==> src/rtl/instr_fetch_unit_if.sv <==
// Bus bundle for the fetch unit: PC controls, instruction-memory read port,
// decoder handshake, branch redirect and the delivered-instruction counter.
interface instr_fetch_unit_if #(
  parameter int ADDR_WIDTH = 16,
  parameter int DATA_WIDTH = 16
);
  logic [ADDR_WIDTH-1:0] pc_addr;
  logic                  pc_inc;
  logic                  pc_load;
  logic [ADDR_WIDTH-1:0] pc_load_data;

  logic                  mem_rd_req;
  logic [ADDR_WIDTH-1:0] mem_addr;
  logic                  mem_rd_valid;
  logic [DATA_WIDTH-1:0] mem_rd_data;

  logic                  instr_valid;
  logic [DATA_WIDTH-1:0] instr_data;
  logic [ADDR_WIDTH-1:0] instr_addr;
  logic                  instr_ready;

  logic                  branch_req;
  logic [ADDR_WIDTH-1:0] branch_target;
  logic [15:0]           fetch_count;

  modport master (
    input  pc_addr, mem_rd_valid, mem_rd_data, instr_ready, branch_req, branch_target,
    output pc_inc, pc_load, pc_load_data, mem_rd_req, mem_addr,
           instr_valid, instr_data, instr_addr, fetch_count
  );

  modport slave (
    output pc_addr, mem_rd_valid, mem_rd_data, instr_ready, branch_req, branch_target,
    input  pc_inc, pc_load, pc_load_data, mem_rd_req, mem_addr,
           instr_valid, instr_data, instr_addr, fetch_count
  );
endinterface

==> src/rtl/instr_fetch_unit.sv <==
// Instruction fetch: reads memory at the PC, hands words to decode over valid/ready,
// and redirects on branch, draining a read that was already in flight.
module instr_fetch_unit #(
  parameter int ADDR_WIDTH = 16,
  parameter int DATA_WIDTH = 16
) (
  input logic                clk,
  input logic                reset_n,
  instr_fetch_unit_if.master bus
);
  typedef enum logic [1:0] {
    S_REQ   = 2'd0,
    S_HOLD  = 2'd1,
    S_DRAIN = 2'd2
  } state_e;

  state_e                state_q, state_d;
  logic                  instr_valid_q, instr_valid_d;
  logic [DATA_WIDTH-1:0] instr_data_q, instr_data_d;
  logic [ADDR_WIDTH-1:0] instr_addr_q, instr_addr_d;
  logic [ADDR_WIDTH-1:0] last_addr_q, last_addr_d;
  logic [15:0]           fetch_count_q, fetch_count_d;
  logic                  take_w;

  // A word is kept only when memory answers in REQ and no redirect collides with it.
  assign take_w = (state_q == S_REQ) && bus.mem_rd_valid && !bus.branch_req;

  always_ff @(posedge clk) begin
    if (!reset_n) begin
      state_q       <= S_REQ;
      instr_valid_q <= 1'b0;
      instr_data_q  <= '0;
      instr_addr_q  <= '0;
      last_addr_q   <= '0;
      fetch_count_q <= '0;
    end else begin
      state_q       <= state_d;
      instr_valid_q <= instr_valid_d;
      instr_data_q  <= instr_data_d;
      instr_addr_q  <= instr_addr_d;
      last_addr_q   <= last_addr_d;
      fetch_count_q <= fetch_count_d;
    end
  end

  always_comb begin
    state_d       = state_q;
    instr_valid_d = instr_valid_q;
    instr_data_d  = instr_data_q;
    instr_addr_d  = instr_addr_q;
    last_addr_d   = last_addr_q;
    fetch_count_d = fetch_count_q;
    case (state_q)
      S_REQ: begin
        last_addr_d = bus.pc_addr;
        if (take_w) begin
          state_d       = S_HOLD;
          instr_valid_d = 1'b1;
          instr_data_d  = bus.mem_rd_data;
          instr_addr_d  = bus.pc_addr;
        end else if (!bus.mem_rd_valid && bus.branch_req) begin
          state_d = S_DRAIN;
        end
      end
      // The stale read must still complete before a new address may be issued.
      S_DRAIN: begin
        if (bus.mem_rd_valid) state_d = S_REQ;
      end
      S_HOLD: begin
        if (bus.branch_req) begin
          state_d       = S_REQ;
          instr_valid_d = 1'b0;
        end else if (bus.instr_ready) begin
          state_d       = S_REQ;
          instr_valid_d = 1'b0;
          fetch_count_d = fetch_count_q + 16'd1;
        end
      end
      default: state_d = S_REQ;
    endcase
  end

  always_comb begin
    bus.mem_rd_req   = 1'b0;
    bus.mem_addr     = bus.pc_addr;
    bus.pc_inc       = 1'b0;
    bus.pc_load      = 1'b0;
    bus.pc_load_data = bus.branch_target;
    if (reset_n) begin
      bus.mem_rd_req = (state_q != S_HOLD);
      bus.pc_inc     = take_w;
      bus.pc_load    = bus.branch_req;
    end
    if (state_q == S_DRAIN) bus.mem_addr = last_addr_q;
  end

  assign bus.instr_valid = instr_valid_q;
  assign bus.instr_data  = instr_data_q;
  assign bus.instr_addr  = instr_addr_q;
  assign bus.fetch_count = fetch_count_q;

endmodule

==> src/flat_wrapper.sv <==
// flat-port wrapper written by rule: the top's interface ports become plain ports
module instr_fetch_unit_flat 
#(
  parameter int ADDR_WIDTH = 16,
  parameter int DATA_WIDTH = 16
)
  (clk, reset_n, bus_pc_addr, bus_mem_rd_valid, bus_mem_rd_data, bus_instr_ready, bus_branch_req, bus_branch_target, bus_pc_inc, bus_pc_load, bus_pc_load_data, bus_mem_rd_req, bus_mem_addr, bus_instr_valid, bus_instr_data, bus_instr_addr, bus_fetch_count);
  instr_fetch_unit_if #(.ADDR_WIDTH(ADDR_WIDTH), .DATA_WIDTH(DATA_WIDTH)) bus_i ();
  input logic clk;
  input logic reset_n;
  input wire logic [$bits(bus_i.pc_addr)-1:0] bus_pc_addr;
  input wire logic [$bits(bus_i.mem_rd_valid)-1:0] bus_mem_rd_valid;
  input wire logic [$bits(bus_i.mem_rd_data)-1:0] bus_mem_rd_data;
  input wire logic [$bits(bus_i.instr_ready)-1:0] bus_instr_ready;
  input wire logic [$bits(bus_i.branch_req)-1:0] bus_branch_req;
  input wire logic [$bits(bus_i.branch_target)-1:0] bus_branch_target;
  output wire logic [$bits(bus_i.pc_inc)-1:0] bus_pc_inc;
  output wire logic [$bits(bus_i.pc_load)-1:0] bus_pc_load;
  output wire logic [$bits(bus_i.pc_load_data)-1:0] bus_pc_load_data;
  output wire logic [$bits(bus_i.mem_rd_req)-1:0] bus_mem_rd_req;
  output wire logic [$bits(bus_i.mem_addr)-1:0] bus_mem_addr;
  output wire logic [$bits(bus_i.instr_valid)-1:0] bus_instr_valid;
  output wire logic [$bits(bus_i.instr_data)-1:0] bus_instr_data;
  output wire logic [$bits(bus_i.instr_addr)-1:0] bus_instr_addr;
  output wire logic [$bits(bus_i.fetch_count)-1:0] bus_fetch_count;
  assign bus_i.pc_addr = bus_pc_addr;
  assign bus_i.mem_rd_valid = bus_mem_rd_valid;
  assign bus_i.mem_rd_data = bus_mem_rd_data;
  assign bus_i.instr_ready = bus_instr_ready;
  assign bus_i.branch_req = bus_branch_req;
  assign bus_i.branch_target = bus_branch_target;
  assign bus_pc_inc = bus_i.pc_inc;
  assign bus_pc_load = bus_i.pc_load;
  assign bus_pc_load_data = bus_i.pc_load_data;
  assign bus_mem_rd_req = bus_i.mem_rd_req;
  assign bus_mem_addr = bus_i.mem_addr;
  assign bus_instr_valid = bus_i.instr_valid;
  assign bus_instr_data = bus_i.instr_data;
  assign bus_instr_addr = bus_i.instr_addr;
  assign bus_fetch_count = bus_i.fetch_count;
  instr_fetch_unit #(.ADDR_WIDTH(ADDR_WIDTH), .DATA_WIDTH(DATA_WIDTH)) u_core (.clk(clk), .reset_n(reset_n), .bus(bus_i));
endmodule
==> config.mk <==
export PLATFORM = sky130hd
export DESIGN_NAME = instr_fetch_unit_flat
export DESIGN_NICKNAME = d
export VERILOG_FILES = /design/src/rtl/instr_fetch_unit_if.sv /design/src/rtl/instr_fetch_unit.sv /design/src/flat_wrapper.sv
export SDC_FILE = /design/constraint.sdc
export NUM_CORES = 1
export LEC_CHECK = 0
export ABC_CLOCK_PERIOD_IN_PS = 2000
export CAP_MARGIN = 15
export CORE_MARGIN = 4
export CORE_UTILIZATION = 40
export CTS_CLUSTER_DIAMETER = 30
export DETAILED_ROUTE_END_ITERATION = 12
export PLACE_DENSITY_LB_ADDON = 0.12
export SLEW_MARGIN = 25
export SYNTH_ARGS = -nofsm -noshare
export SYNTH_HDL_FRONTEND = slang
export SYNTH_SLANG_ARGS = --single-unit
==> constraint.sdc <==
create_clock -name clk -period 2 [get_ports clk]
set_clock_uncertainty 0.1 [all_clocks]
set_input_delay 0.4 -clock clk [delete_from_list [all_inputs] [get_ports clk]]
set_output_delay 0.4 -clock clk [all_outputs]
set_load 0.005 [all_outputs]
==> metrics <==
antenna diode count=0; antenna viol nets, final=0; Routability Congestion=0.763; Max-Cap Viols=0; Worst Path Max Fanout=8; largest family of logic cells by synthesized area=simple AND/OR/NAND/NOR gates; Leak=0.00171 uW; Vias/cell=4.84; Worst R2R Start=u_core.bus.fetch_count[3]$_SDFFE_PN0P_; final core utilization=0.620; pin count of the biggest net entering global routing=62; total number of vias=2,697; minimum clock period=2000 ps; worst hold path cell count=2; Starting Density=0.418; Synth Area in Simple Gates=0.244; grt total ovfl=0; Reg2Reg Depth=4; Post-Layout Inst Area=4280 um2; total CTS buffers=9; RSZ-0062 raised after global routing=yes; core footprint=6910 um2; WL per Instance=13.7 um; Synth Register Bits=67; Ports=137; Top FF cell, synth=dfxtp_1; Top cell by count, worst path=buf_6; ratio of cells with drive above 1 in the final layout=0.197; Synth Warn #=0; Mean Syn Cell Area=8.41 um2; die area=8640 um2; synthesized instance count=343; hpwl dp=5.17 mm; initial antenna violation count=0; CTS sink count=67; Mapped Nets=397; crit path DAT=1500 ps; ys async rst share=0; Min-Delay Startpoint=u_core.bus.instr_data[10]$_SDFFE_PN0P_; Fmax=0.500 GHz; drt drc=0; Slew headroom=0.562; required time worst endpoint=1500 ps; crit path max-delay cell type=dfxtp_2; Synth Area in XOR/XNOR=0.0304; deepest clock path buffer count=2; library cells used by synthesis=33; DRT iter0 DRCs=65; Synth Area in Adders=0.00434; placed inst area=4090 um2; Setup Viol. Count Final=1; Port Buffers=104; CTS tree=yes; Setup crit end kind=primary output; failing checks=negative setup slack; critical path's largest stage delay=330 ps; Startpoint Class=flip-flop; clk slew on worst S/H paths=70 ps; global-route wire length before repair=12.3 mm; CP top delay family=buffers and inverters; Die H=92.9 um; Synth Area in Compound Gates=0.0963; Period Utilization, post-route=1.00; worst skew pair latency=330 ps; Buf/Inv on CP=3; NumNets Final=511; cts hold-fix bufs=0; drt total wl=7.61 mm; CTS H-Tree Depth=3; Final WS setup=-1.10 ps; Area Growth Syn to Fin=48.4%; Post-synth EDFFs=0; Hold Path Class=reg -> reg; final std cells w/o fill=557; PD cells=700 nW/um2; chip width=92.9 um; FF+latch area=1340 um2; Multi-input gate area=1360 um2; Slew @ Worst Pin=657 ps; Final Max Tran Viols=0; reg-to-reg slack, setup=300 ps; mux contribution to synthesized area=0.0763; final hold vios=0; worst-path cell chain=nor2b_4 -> buf_8 -> buf_6 -> mux2_4 -> buf_6; 1st-pass router iterations=4; num rows=30; Hold Path Sink=u_core.bus.instr_data[10]$_SDFFE_PN0P_; All-Layer GR Usage=0.179; kind of critical path=reg -> out; vias in the first global route=2,646; register area share after synthesis=0.465; Max IR drop VDD=0.000376 V; fill cell count=657; Post-Syn Area=2890 um2; status=finished with violations; Root Buffer=clkbuf_8; total power=3000 uW; R2R Path End=u_core.bus.fetch_count[14]$_SDFFE_PN0P_; placed insts=540
==> report_power, final <==
part | switching, uW | leakage, uW | internal [uW]
clock network | 489 | 0.0000995 | 637
registers | 29.9 | 0.000548 | 1390
logic | 189 | 0.00106 | 261
total | 708 | 0.00171 | 2290
==> kinds of logic after synthesis <==
logic type,Yosys count
AND/OR/NAND/NOR,154
AO/OA/AOI/OAI,53
flip-flops,67
multiplexers,20
XOR/XNOR,10
adder cells (fa/ha/maj),1
buffers and inverters,38
==> metal layers <==
layer,vias to the layer above,part of all wire,global-route usage
met3,19,0.084,0.0617
met1,1246,0.43,0.207
met4,0,0.016,0.0769
li1,1347,-,-
met5,-,0,0
met2,85,0.47,0.299
==> worst register-to-register path, cell delays in order (launching register included) <==
cell,delay (ps)
dfxtp_1,460
nand4_1,350
nor4_4,430
nand3_1,140
mux2i_1,130
==> per-stage QoR <==
stage | setup TNS, ps | hold WS [ps] | setup slack, ps
floorplan | 0 | 333 | 142
global placement | -2240 | 341 | -176
detailed placement | -2620 | 345 | -170
CTS | -1720 | 357 | -155
global route | -94.0 | 374 | -61.1
finish | -1.10 | 355 | -1.10
==> flip-flops by register name, indices dropped and copies added, names as in the netlist <==
| signal | count |
|---|---|
| u_core.bus.instr_addr | 16 |
| u_core.state_q | 2 |
| u_core.last_addr_q | 16 |
| u_core.bus.fetch_count | 16 |
| u_core.bus.instr_data | 16 |
| u_core.bus.instr_valid | 1 |
==> cell usage in the layout, fill, tap and decap left out, drive strengths merged <==
cell,instances
nand4,3
xnor2,8
nor3b,1
ha,1
xor2,2
and4bb,1
nor2,14
nand3b,1
nor3,3
and3,1
nand2b,5
buf,38
o2111a,1
nand4bb,1
nor2b,1
inv,2
clkinv,1
nand2,107
nand3,7
clkbuf,26
or3,1
o221a,1
dlygate4sd2,4
dfxtp,67
o21ai,1
and2,2
mux2,16
bufinv,1
clkdlybuf4s50,84
mux2i,4
nor4,5
a21oi,50
or2,1
==> cells in the mapped netlist, types with 3 or more instances <==
| master | instances | area share |
|---|---|---|
| nand3_1 | 7 | 0.012 |
| nand4_1 | 3 | 0.0065 |
| buf_6 | 5 | 0.020 |
| a21oi_1 | 50 | 0.087 |
| nor3_1 | 3 | 0.0052 |
| clkbuf_1 | 13 | 0.017 |
| mux2_2 | 16 | 0.062 |
| nand2b_1 | 5 | 0.011 |
| dfxtp_1 | 67 | 0.46 |
| xnor2_1 | 8 | 0.024 |
| nor2_1 | 14 | 0.018 |
| nand2_1 | 107 | 0.14 |
| nor4_1 | 3 | 0.0065 |
| buf_4 | 16 | 0.042 |
| mux2i_1 | 4 | 0.014 |
==> how the worst max path moves through the flow <==
| stage | from | end | cells after the start |
|---|---|---|---|
| 2_1_floorplan | u_core.state_q[0]$_SDFFE_PN0P_ | bus_mem_addr[10] | 5 |
| 5_1_grt | u_core.state_q[1]$_SDFFE_PN0P_ | bus_mem_addr[14] | 5 |
| 3_3_place_gp | reset_n | bus_pc_inc | 4 |
| 3_5_place_dp | bus_branch_req | u_core.bus.fetch_count[6]$_SDFFE_PN0P_ | 8 |
| 4_1_cts | u_core.state_q[1]$_SDFFE_PN0P_ | bus_mem_addr[9] | 5 |
| 6_report | u_core.state_q[1]$_SDFFE_PN0P_ | bus_mem_addr[14] | 5 |
==> cell type report <==
cell class | count | share of cell area
Inverter | 2 | 0.00175
Multi-Input combinational cell | 238 | 0.318
Tap cell | 96 | 0.0280
Clock inverter | 2 | 0.00818
Sequential cell | 67 | 0.314
Clock buffer | 13 | 0.0371
Timing Repair Buffer | 139 | 0.293
==> timing repair <==
action | 4_1_cts | 5_1_grt
resized for setup | 40 | 38
cloned | 1 | 0
setup buffers | 3 | 0
setup endpoints to repair | 19 | 17
Power figures use the tool's default switching activity.
